## src/rtl/apb_cpu_pkg.sv

```systemverilog
// Shared definitions for the APB master CPU: opcodes, ALU functions,
// control states, error causes and instruction field positions.
package apb_cpu_pkg;

  localparam int unsigned INST_W  = 24;

  // Instruction field bit positions
  localparam int unsigned OP_MSB  = 23;
  localparam int unsigned OP_LSB  = 20;
  localparam int unsigned RD_MSB  = 19;
  localparam int unsigned RD_LSB  = 17;
  localparam int unsigned RA_MSB  = 16;
  localparam int unsigned RA_LSB  = 14;
  localparam int unsigned RB_MSB  = 13;
  localparam int unsigned RB_LSB  = 11;
  localparam int unsigned FN_MSB  = 10;
  localparam int unsigned FN_LSB  = 8;
  localparam int unsigned IMM_MSB = 7;
  localparam int unsigned IMM_LSB = 0;

  // Opcodes 7..15 are not listed and execute as NOP
  typedef enum logic [3:0] {
    OP_ALU  = 4'd0,
    OP_ADDI = 4'd1,
    OP_BEQ  = 4'd2,
    OP_JMP  = 4'd3,
    OP_APBW = 4'd4,
    OP_APBR = 4'd5,
    OP_HALT = 4'd6
  } op_e;

  typedef enum logic [2:0] {
    FN_ADD  = 3'd0,
    FN_SUB  = 3'd1,
    FN_AND  = 3'd2,
    FN_OR   = 3'd3,
    FN_XOR  = 3'd4,
    FN_SHL1 = 3'd5,
    FN_SHR1 = 3'd6,
    FN_SLT  = 3'd7
  } func_e;

  typedef enum logic [2:0] {
    ST_FETCH,
    ST_EXEC,
    ST_SETUP,
    ST_ACCESS,
    ST_HALT
  } state_e;

  typedef enum logic [1:0] {
    ERR_NONE    = 2'd0,
    ERR_SLVERR  = 2'd1,
    ERR_TIMEOUT = 2'd2
  } err_e;

endpackage

```

## src/rtl/apb_master_cpu_if.sv

```systemverilog
// APB bus bundle between the CPU (master) and its peripheral bridge (slave).
interface apb_master_cpu_if #(
  parameter int unsigned ADDR_W = 8,
  parameter int unsigned DATA_W = 8
);

  logic              psel;
  logic              penable;
  logic              pwrite;
  logic [ADDR_W-1:0] paddr;
  logic [DATA_W-1:0] pwdata;
  logic [DATA_W-1:0] prdata;
  logic              pready;
  logic              pslverr;

  modport master (
    output psel, penable, pwrite, paddr, pwdata,
    input  prdata, pready, pslverr
  );

  modport slave (
    input  psel, penable, pwrite, paddr, pwdata,
    output prdata, pready, pslverr
  );

endinterface

```

## src/rtl/apb_cpu_regfile.sv

```systemverilog
// Register file: two combinational read ports, one synchronous write port.
// r0 and any index >= NREGS read as zero and ignore writes.
module apb_cpu_regfile #(
  parameter int unsigned DATA_W = 8,
  parameter int unsigned NREGS  = 8
) (
  input  logic              clk,
  input  logic              rst_n,
  input  logic [2:0]        ra_addr,
  input  logic [2:0]        rb_addr,
  output logic [DATA_W-1:0] ra_data,
  output logic [DATA_W-1:0] rb_data,
  input  logic              we,
  input  logic [2:0]        waddr,
  input  logic [DATA_W-1:0] wdata
);

  // No storage for r0; the array starts at index 1
  logic [DATA_W-1:0] regs [1:NREGS-1];

  // Clear on reset, write the addressed register when enabled
  always_ff @(posedge clk or negedge rst_n) begin
    if (!rst_n) begin
      for (int unsigned i = 1; i < NREGS; i++) regs[i] <= '0;
    end else if (we) begin
      for (int unsigned i = 1; i < NREGS; i++)
        if (waddr == 3'(i)) regs[i] <= wdata;
    end
  end

  // Read ports: unmatched indices (r0, out of range) fall through to zero
  always_comb begin
    ra_data = '0;
    rb_data = '0;
    for (int unsigned i = 1; i < NREGS; i++) begin
      if (ra_addr == 3'(i)) ra_data = regs[i];
      if (rb_addr == 3'(i)) rb_data = regs[i];
    end
  end

endmodule

```

## src/rtl/apb_master_cpu.sv

```systemverilog
// Multi-cycle CPU core with an APB master for load/store instructions.
// FETCH -> EXEC for register ops; EXEC -> SETUP -> ACCESS for bus ops.
module apb_master_cpu
  import apb_cpu_pkg::*;
#(
  parameter int unsigned DATA_W  = 8,
  parameter int unsigned NREGS   = 8,
  parameter int unsigned PC_W    = 8,
  parameter int unsigned ADDR_W  = 8,
  parameter int unsigned TIMEOUT = 16
) (
  input  logic              clk,
  input  logic              rst_n,
  output logic [PC_W-1:0]   imem_addr,
  input  logic [INST_W-1:0] imem_inst,
  apb_master_cpu_if.master  apb,
  output logic              retire,
  output logic              halted,
  output logic [1:0]        err
);

  localparam int unsigned CNT_W = $clog2(TIMEOUT + 1);

  state_e            state_q, state_d;
  logic [PC_W-1:0]   pc_q, pc_d;
  logic [INST_W-1:0] ir_q, ir_d;
  logic [ADDR_W-1:0] paddr_q, paddr_d;
  logic [DATA_W-1:0] pwdata_q, pwdata_d;
  logic              pwrite_q, pwrite_d;
  err_e              err_q, err_d;
  logic              retire_q, retire_d;
  logic [CNT_W-1:0]  wait_q, wait_d;

  // Decoded instruction fields
  op_e               op;
  func_e             fn;
  logic [2:0]        rd_idx, ra_idx, rb_idx;
  logic signed [7:0] imm_s;
  logic [DATA_W-1:0] imm_d;
  logic [PC_W-1:0]   imm_pc;

  assign op     = op_e'(ir_q[OP_MSB:OP_LSB]);
  assign fn     = func_e'(ir_q[FN_MSB:FN_LSB]);
  assign rd_idx = ir_q[RD_MSB:RD_LSB];
  assign ra_idx = ir_q[RA_MSB:RA_LSB];
  assign rb_idx = ir_q[RB_MSB:RB_LSB];
  assign imm_s  = ir_q[IMM_MSB:IMM_LSB];
  assign imm_d  = DATA_W'(imm_s);
  assign imm_pc = PC_W'(imm_s);

  logic [DATA_W-1:0] ra_val, rb_val, alu_res, ea_sum;
  logic              rf_we;
  logic [DATA_W-1:0] rf_wdata;

  apb_cpu_regfile #(
    .DATA_W (DATA_W),
    .NREGS  (NREGS)
  ) u_rf (
    .clk     (clk),
    .rst_n   (rst_n),
    .ra_addr (ra_idx),
    .rb_addr (rb_idx),
    .ra_data (ra_val),
    .rb_data (rb_val),
    .we      (rf_we),
    .waddr   (rd_idx),
    .wdata   (rf_wdata)
  );

  assign ea_sum = ra_val + imm_d;

  // ALU: all results wrap to DATA_W bits
  always_comb begin
    alu_res = '0;
    case (fn)
      FN_ADD:  alu_res = ra_val + rb_val;
      FN_SUB:  alu_res = ra_val - rb_val;
      FN_AND:  alu_res = ra_val & rb_val;
      FN_OR:   alu_res = ra_val | rb_val;
      FN_XOR:  alu_res = ra_val ^ rb_val;
      FN_SHL1: alu_res = ra_val << 1;
      FN_SHR1: alu_res = ra_val >> 1;
      FN_SLT:  alu_res = DATA_W'(ra_val < rb_val);
      default: alu_res = '0;
    endcase
  end

  // Next-state, datapath updates and register-file write control
  always_comb begin
    state_d  = state_q;
    pc_d     = pc_q;
    ir_d     = ir_q;
    paddr_d  = paddr_q;
    pwdata_d = pwdata_q;
    pwrite_d = pwrite_q;
    err_d    = err_q;
    retire_d = 1'b0;
    wait_d   = wait_q;
    rf_we    = 1'b0;
    rf_wdata = alu_res;
    case (state_q)
      ST_FETCH: begin
        ir_d    = imem_inst;
        state_d = ST_EXEC;
      end
      ST_EXEC: begin
        case (op)
          OP_ALU: begin
            rf_we    = 1'b1;
            pc_d     = pc_q + PC_W'(1);
            retire_d = 1'b1;
            state_d  = ST_FETCH;
          end
          OP_ADDI: begin
            rf_we    = 1'b1;
            rf_wdata = ea_sum;
            pc_d     = pc_q + PC_W'(1);
            retire_d = 1'b1;
            state_d  = ST_FETCH;
          end
          OP_BEQ: begin
            pc_d     = (ra_val == rb_val) ? pc_q + imm_pc : pc_q + PC_W'(1);
            retire_d = 1'b1;
            state_d  = ST_FETCH;
          end
          OP_JMP: begin
            pc_d     = imm_pc;
            retire_d = 1'b1;
            state_d  = ST_FETCH;
          end
          OP_APBW, OP_APBR: begin
            paddr_d  = ADDR_W'(ea_sum);
            pwdata_d = rb_val;
            pwrite_d = (op == OP_APBW);
            wait_d   = '0;
            state_d  = ST_SETUP;
          end
          OP_HALT: begin
            retire_d = 1'b1;
            state_d  = ST_HALT;
          end
          default: begin
            pc_d     = pc_q + PC_W'(1);
            retire_d = 1'b1;
            state_d  = ST_FETCH;
          end
        endcase
      end
      ST_SETUP: begin
        state_d = ST_ACCESS;
      end
      ST_ACCESS: begin
        if (apb.pready) begin
          if (apb.pslverr) begin
            err_d   = ERR_SLVERR;
            state_d = ST_HALT;
          end else begin
            rf_we    = !pwrite_q;
            rf_wdata = apb.prdata;
            pc_d     = pc_q + PC_W'(1);
            retire_d = 1'b1;
            state_d  = ST_FETCH;
          end
        end else if (wait_q == CNT_W'(TIMEOUT - 1)) begin
          err_d   = ERR_TIMEOUT;
          state_d = ST_HALT;
        end else begin
          wait_d = wait_q + CNT_W'(1);
        end
      end
      ST_HALT: begin
        state_d = ST_HALT;
      end
      default: begin
        state_d = ST_FETCH;
      end
    endcase
  end

  // State and datapath registers; reset abandons any bus transfer at once
  always_ff @(posedge clk or negedge rst_n) begin
    if (!rst_n) begin
      state_q  <= ST_FETCH;
      pc_q     <= '0;
      ir_q     <= '0;
      paddr_q  <= '0;
      pwdata_q <= '0;
      pwrite_q <= 1'b0;
      err_q    <= ERR_NONE;
      retire_q <= 1'b0;
      wait_q   <= '0;
    end else begin
      state_q  <= state_d;
      pc_q     <= pc_d;
      ir_q     <= ir_d;
      paddr_q  <= paddr_d;
      pwdata_q <= pwdata_d;
      pwrite_q <= pwrite_d;
      err_q    <= err_d;
      retire_q <= retire_d;
      wait_q   <= wait_d;
    end
  end

  // psel/penable decode straight from state so an async reset drops them immediately
  assign imem_addr   = pc_q;
  assign apb.psel    = (state_q == ST_SETUP) || (state_q == ST_ACCESS);
  assign apb.penable = (state_q == ST_ACCESS);
  assign apb.pwrite  = pwrite_q;
  assign apb.paddr   = paddr_q;
  assign apb.pwdata  = pwdata_q;
  assign retire      = retire_q;
  assign halted      = (state_q == ST_HALT);
  assign err         = err_q;

endmodule

```

## src/flat_wrapper.sv

```systemverilog
// flat-port wrapper written by rule: the top's interface ports become plain ports
module apb_master_cpu_flat import apb_cpu_pkg::*;
#(
  parameter int unsigned DATA_W  = 8,
  parameter int unsigned NREGS   = 8,
  parameter int unsigned PC_W    = 8,
  parameter int unsigned ADDR_W  = 8,
  parameter int unsigned TIMEOUT = 16
)
  (clk, rst_n, imem_addr, imem_inst, retire, halted, err, apb_psel, apb_penable, apb_pwrite, apb_paddr, apb_pwdata, apb_prdata, apb_pready, apb_pslverr);
  apb_master_cpu_if #(.ADDR_W(ADDR_W), .DATA_W(DATA_W)) apb_i ();
  input  logic clk;
  input  logic rst_n;
  output logic [PC_W-1:0] imem_addr;
  input  logic [INST_W-1:0] imem_inst;
  output logic retire;
  output logic halted;
  output logic [1:0] err;
  output wire logic [$bits(apb_i.psel)-1:0] apb_psel;
  output wire logic [$bits(apb_i.penable)-1:0] apb_penable;
  output wire logic [$bits(apb_i.pwrite)-1:0] apb_pwrite;
  output wire logic [$bits(apb_i.paddr)-1:0] apb_paddr;
  output wire logic [$bits(apb_i.pwdata)-1:0] apb_pwdata;
  input wire logic [$bits(apb_i.prdata)-1:0] apb_prdata;
  input wire logic [$bits(apb_i.pready)-1:0] apb_pready;
  input wire logic [$bits(apb_i.pslverr)-1:0] apb_pslverr;
  assign apb_psel = apb_i.psel;
  assign apb_penable = apb_i.penable;
  assign apb_pwrite = apb_i.pwrite;
  assign apb_paddr = apb_i.paddr;
  assign apb_pwdata = apb_i.pwdata;
  assign apb_i.prdata = apb_prdata;
  assign apb_i.pready = apb_pready;
  assign apb_i.pslverr = apb_pslverr;
  apb_master_cpu #(.DATA_W(DATA_W), .NREGS(NREGS), .PC_W(PC_W), .ADDR_W(ADDR_W), .TIMEOUT(TIMEOUT)) u_core (.clk(clk), .rst_n(rst_n), .imem_addr(imem_addr), .imem_inst(imem_inst), .apb(apb_i), .retire(retire), .halted(halted), .err(err));
endmodule
```

## config.mk

```make
export PLATFORM = sky130hd
export DESIGN_NAME = apb_master_cpu_flat
export DESIGN_NICKNAME = d
export VERILOG_FILES = /design/src/rtl/apb_cpu_pkg.sv /design/src/rtl/apb_master_cpu_if.sv /design/src/rtl/apb_cpu_regfile.sv /design/src/rtl/apb_master_cpu.sv /design/src/flat_wrapper.sv
export SDC_FILE = /design/constraint.sdc
export NUM_CORES = 1
export LEC_CHECK = 0
export BUFFER_PORTS_ARGS = -buffer_cell sky130_fd_sc_hd__buf_2
export CAP_MARGIN = 40
export CORE_MARGIN = 2
export CORE_UTILIZATION = 55
export CTS_CLUSTER_SIZE = 16
export DETAILED_ROUTE_END_ITERATION = 10
export GPL_TIMING_DRIVEN = 0
export PLACE_DENSITY = 0.77
export RECOVER_POWER = 25
export SYNTH_ARGS = -nofsm -noshare
export SYNTH_HDL_FRONTEND = slang
export SYNTH_SLANG_ARGS = --single-unit
```

## constraint.sdc

```tcl
create_clock -name clk -period 3.5 [get_ports clk]
set_clock_uncertainty 0.1 [all_clocks]
set_input_delay 0.525 -clock clk [delete_from_list [all_inputs] [get_ports clk]]
set_output_delay 0.525 -clock clk [all_outputs]
set_load 0.01 [all_outputs]
```

After elaboration in Yosys (flattened, before gate mapping) --
Index checks and enable logic that the tools add are counted.
Operators by class: add/sub/neg operators 6, $lt $le $gt $ge 1, equality and inequality tests 48, multiplexer cells 44, bitwise gates (word level) 3, reductions and logical operators 21
Operators with widths (count):
- 8-bit 2-to-1 mux | 20
- 8-bit case mux with 8 select lines | 1
- 3-bit equality test, second input constant | 17
- 8-bit case mux with 2 select lines | 2
- 3-bit by 2-bit equality test with 1-bit output, second input constant | 10
- 8-bit adder | 3
- 8-bit case mux with 3 select lines | 1
- 2-bit AND reduction | 8
- 3-bit by 1-bit equality test with 1-bit output, second input constant | 5
- 5-bit 2-to-1 mux | 3
- 3-bit case mux with 5 select lines | 1
- 4-bit by 3-bit equality test with 1-bit output, second input constant | 3
- 5-bit case mux with 2 select lines | 1
- 3-bit 2-to-1 mux | 3
- 8-bit by 1-bit adder with 8-bit output, second input constant | 1
- 8-bit AND | 1
- 4-bit by 2-bit equality test with 1-bit output, second input constant | 2
- 8-bit equality test | 1
- 8-bit < comparator | 1
- 2-bit inequality test, second input constant | 4
- 8-bit OR | 1
- 4-bit AND reduction | 2
- 8-bit subtractor | 1
- 8-bit XOR | 1
- other kinds (17) | 30
Word-level totals: register bits 116, bits of input ports 36, output and inout port bits 31, word-level logic and storage cells 139

Longest topological paths before layout --
depth in word-level cells 13, gate-level depth with buffers 16, mapped depth without buffers 14

Cells and area by module --
A second synthesis with hierarchy kept.
Unflattened totals: cells, all modules 802, area, all modules 7891.3 um2
By module, submodules not included:
- apb_master_cpu | instances 1, cells each 526, area an instance 4658.2 um2, seq. area each 1501.4 um2
- apb_cpu_regfile | instances 1, cells each 276, area an instance 3233.1 um2, seq. area each 1401.3 um2

Worst setup path after synthesis --
Ideal clock, no wire load.
path type reg-to-reg, from register u_core.ir_q[11], to register u_core.u_rf.regs[50] (netlist name), library setup time 0.125 ns, arrival time 3.450 ns, required time 3.275 ns, slack -0.175 ns, cell stages (with the launch flop) 14, path buffers 1, period minus slack after synthesis 3.675 ns, path through dfrtp_1 -> clkbuf_1 -> nor2b_1 -> a221oi_1 -> a211oi_1 -> ha_1 -> inv_1 -> fa_1 -> nand2b_1 -> a21oi_1 -> o21ai_0 -> a221oi_1 -> nor2_1 -> mux2_2
On the way: word-level cells in the longest chain between the ends 13, elaborated cells on any way between the ends 24, classes of those cells add/sub (2); eq/ne (7); mux (12); bitwise (3)
Ends and longest elaborated chain:
- start: declaration | RTL line apb_master_cpu.sv:26 | logic [INST_W-1:0] ir_q, ir_d;
- start signal: assignment | RTL line apb_master_cpu.sv:195 | ir_q <= ir_d;
- 3-bit by 1-bit equality test with 1-bit output | RTL line apb_cpu_regfile.sv:37 | if (rb_addr == 3'(i)) rb_data = regs[i];
- 8-bit 2-to-1 mux (6 in series) | RTL line apb_cpu_regfile.sv:37
- 8-bit 2-to-1 mux (*) | RTL line apb_cpu_regfile.sv:37
- via u_core.rb_val[0] | RTL line apb_master_cpu.sv:51 | logic [DATA_W-1:0] ra_val, rb_val, alu_res, ea_sum;
- 8-bit subtractor / 8-bit adder (equally long branches) | RTL line apb_master_cpu.sv:77, apb_master_cpu.sv:76
- 8-bit case mux with 8 select lines (*) | RTL line apb_master_cpu.sv:75 | case (fn)
- 8-bit 2-to-1 mux | RTL line apb_master_cpu.sv:154 | if (apb.pslverr) begin
- 8-bit 2-to-1 mux | RTL line apb_master_cpu.sv:153 | if (apb.pready) begin
- 8-bit case mux with 2 select lines (*) | RTL line apb_master_cpu.sv:101 | case (state_q)
- end signal: indexed assignment | RTL line apb_cpu_regfile.sv:27 | if (waddr == 3'(i)) regs[i] <= wdata;
- end: declaration | RTL line apb_cpu_regfile.sv:19 | logic [DATA_W-1:0] regs [1:NREGS-1];
Mark *: on every way through the listed nets, which the timed path passes. The rest lies on a longest branch. A chain may end at the register's enable or synchronous reset.

Worst setup path in the final report --
from register u_core.ir_q[13], to register u_core.u_rf.regs[39] (netlist name)
Same word-level chain as after synthesis.

==> results.toml <==
[run_status]
status = "complete, but fails checks"
violations = "capacitance limit, slew limit, setup timing"

[synth]
synth.distinct_cells = 86
synth_nets = 928
postSynthCellCount = 847
synth_edf_count = 0
syn_area_um2 = 7930
ys_seq_area_share_pct = 36.6
ys_ff_latch = 116
yosys_warnings = 0
synthFlopType = "dfrtp_1"
postSynthAreaPerCell_um2 = 9.36
postSynth.asyncResetShare_pct = 100

[final_layout]
seq_area_um2 = 2900
fillers = 975
layout-drive-gt1-share_pct = 36.1
layout.cells.non_filler = 1161
design_area_um2 = 10200
multi_input_area_um2 = 5350
final_common_cell = "dfrtp_1"
nets = 1048
postLayoutCoreUtil_pct = 73.2
final_cell_mix = "dfrtp_1, nand2_1, buf_2"
syn_to_final_growth_pct = 29.3

[clock_tree]
insertion_delay_ns = 0.44
cts_tree = "built"
clk_transition_reported_paths_ns = 0.06
cts_inserted_buffers = 17
cts_sinks = 116
cts.path.max_buffers = 2
cts-root-buf = "clkbuf_16"
h-tree-depth = 4

[setup_path]
cp-end-kind = "flip-flop"
slowest_delay_ns = 0.40
cp-start-kind = "flip-flop"
crit_slowest_cell = "dfrtp_1"
arrival_ns = 3.91
crit_type = "reg -> reg"
crit_required_ns = 3.71
crit_chain = "clkbuf_4 -> nand2_1 -> o2bb2ai_1 -> a21oi_1 -> a21oi_1 -> o21bai_2 -> inv_2 -> ha_4 -> nand2b_4 -> a2111oi_4 -> nor3_2 -> or3_4 -> a31oi_4 -> o32ai_4 -> mux2_2"
worstPathMaxFanout = 10
crit_top_cell = "a21oi_1"
r2r_setup_slack_ns = -0.20

[sta]
finalCritPeriodShare_pct = 106
relSlewSlack_pct = -84.8
whs_ns = 0.216
fin_ws_ns = -0.200
tightest_slew_ns = 2.77
fmax_mhz = 270
period_minus_slack_ns = 3.70
hold_violations = 0
drv_slew = 49
rsz0062_at_grt = "true"
finalSetupViolations = 27

[global_routing]
grt_pass1_vias = 7135
grt_max_degree = 69
grt_pass1_wl_um = 38600
overflow = 0
grt_use_total_pct = 33.7
antenna_found_initial = 1

[job]
max-cap-violations = 1

[route]
drtPass1Iterations = 6
routed_wl_um = 26200
postRouteAntennaNets = 0
drc_errors = 0
drt_iter0_drc = 846
viasPerCell = 6.64
wire_per_inst_um = 22.6
num_vias = 7710

[place]
gp_congestion = 0.970
dp_hpwl_um = 16700
dp.cells = 1094
port_buffers = 66
dpl_cell_area_um2 = 8530

[floorplanning]
coreArea_um2 = 14000
die_height_um = 124
fp-row-count = 43
dieArea_um2 = 15400
die_x_um = 124
io_pins = 67
start_util_pct = 56.7

[min_path]
hp-class = "in -> reg"
==> sequential cells by signal (all words and copies together) (netlist names), 2 cells and up <==
name	flops
u_core.apb.paddr	8
u_core.apb.pwdata	8
u_core.err	2
u_core.imem_addr	8
u_core.ir_q	24
u_core.state_q	3
u_core.u_rf.regs	56
u_core.wait_q	5
==> stage by stage <==
| stage | TNS (ns) | setup slack, ns |
|---|---|---|
| 5_1_grt | -13.33 | -0.279 |
| 4_1_cts | -0.500 | -0.0751 |
| 2_1_floorplan | 0 | 0.00369 |
| 3_3_place_gp | -39.11 | -0.886 |
| 6_report | -2.30 | -0.200 |
| 3_5_place_dp | -41.72 | -0.913 |
==> timing repair <==
action | in CTS | in global routing
endpoints found under the hold margin | 48 | 0
setup buffers | 27 | 7
gates resized for setup | 95 | 78
endpoints found under the setup margin | 65 | 63
hold buffers | 1 | 0
pin swaps | 31 | 22
cloned | 2 | 0
==> worst max-delay path, delay by kind of cell (launching register included) <==
family / cells / cell delay (ns)
AOI/OAI and AO/OA: 7 / 1.36
and+or+nand+nor: 4 / 0.61
buffers and inverters: 2 / 0.45
DFF: 1 / 0.40
adders and majority gates: 1 / 0.34
muxes: 1 / 0.31
==> kinds of logic after synthesis <==
logic type	synth area share, %
compound gates	21.3
xor+xnor	2.73
fa+ha+maj	7.61
buf+inv	4.33
flops	36.6
mux	12.1
simple gates	15.2
==> cell usage after synthesis, types with 4 or more instances <==
cell type | count | area, um^2
mux2i_1 | 5 | 50.1
ha_1 | 41 | 513
a221oi_1 | 15 | 131
a22oi_1 | 5 | 37.5
nor2b_1 | 12 | 75.1
and2_1 | 4 | 25.0
a211oi_1 | 11 | 82.6
o21ai_0 | 62 | 310
a31oi_1 | 5 | 31.3
o31ai_1 | 9 | 67.6
nand2_1 | 94 | 353
dfrtp_1 | 116 | 2900
o21a_1 | 7 | 52.6
o21ai_2 | 7 | 61.3
nor2_1 | 70 | 263
xor2_1 | 8 | 70.1
o22ai_1 | 16 | 100
fa_1 | 4 | 80.1
nor4_1 | 4 | 25.0
a21oi_1 | 40 | 200
o221ai_1 | 4 | 35.0
clkbuf_1 | 31 | 116
inv_1 | 38 | 143
o211ai_1 | 15 | 113
nor3_1 | 15 | 75.1
buf_2 | 7 | 35.0
o21bai_1 | 5 | 37.5
nand3_1 | 18 | 90.1
mux2_4 | 6 | 90.1
xnor2_1 | 13 | 114
nand2b_1 | 12 | 75.1
and3_1 | 5 | 31.3
mux2_2 | 66 | 743
==> final cells by class <==
type                    instances  share of cell area (%)
multi-input cells             647                    52.2
flip-flops and latches        116                    28.3
repair buffers                103                    6.90
clock buffers                  20                    4.56
plain buffers                  41                    2.52
well taps                     180                    2.20
clock inverters                12                    1.72
inverters                      41                    1.55
diodes                          1                  0.0244
==> routing by layer <==
metal	global-route usage, %	part of all wire [%]	vias up
met5	0	0	-
met4	14.9	5.4	0
met3	8.75	11	122
met2	51.7	45	560
met1	45.0	39	3689
li1	-	-	3339
==> final timing paths <==
check                                          start              endpoint  depth (start not counted)
worst max-delay path                 u_core.ir_q[13]  u_core.u_rf.regs[39]                         15
worst min-delay path                   imem_inst[12]       u_core.ir_q[12]                          2
worst max register to register       u_core.ir_q[13]  u_core.u_rf.regs[39]                         15
worst min register to register  u_core.apb.pwdata[6]  u_core.apb.pwdata[6]                          2
max in group asynchronous                      rst_n  u_core.u_rf.regs[42]                          2
min in group asynchronous                      rst_n        u_core.ir_q[2]                          2
Power is not shown: default switching activity piles up to over one toggle a cycle in this logic, so the estimate is an artifact.
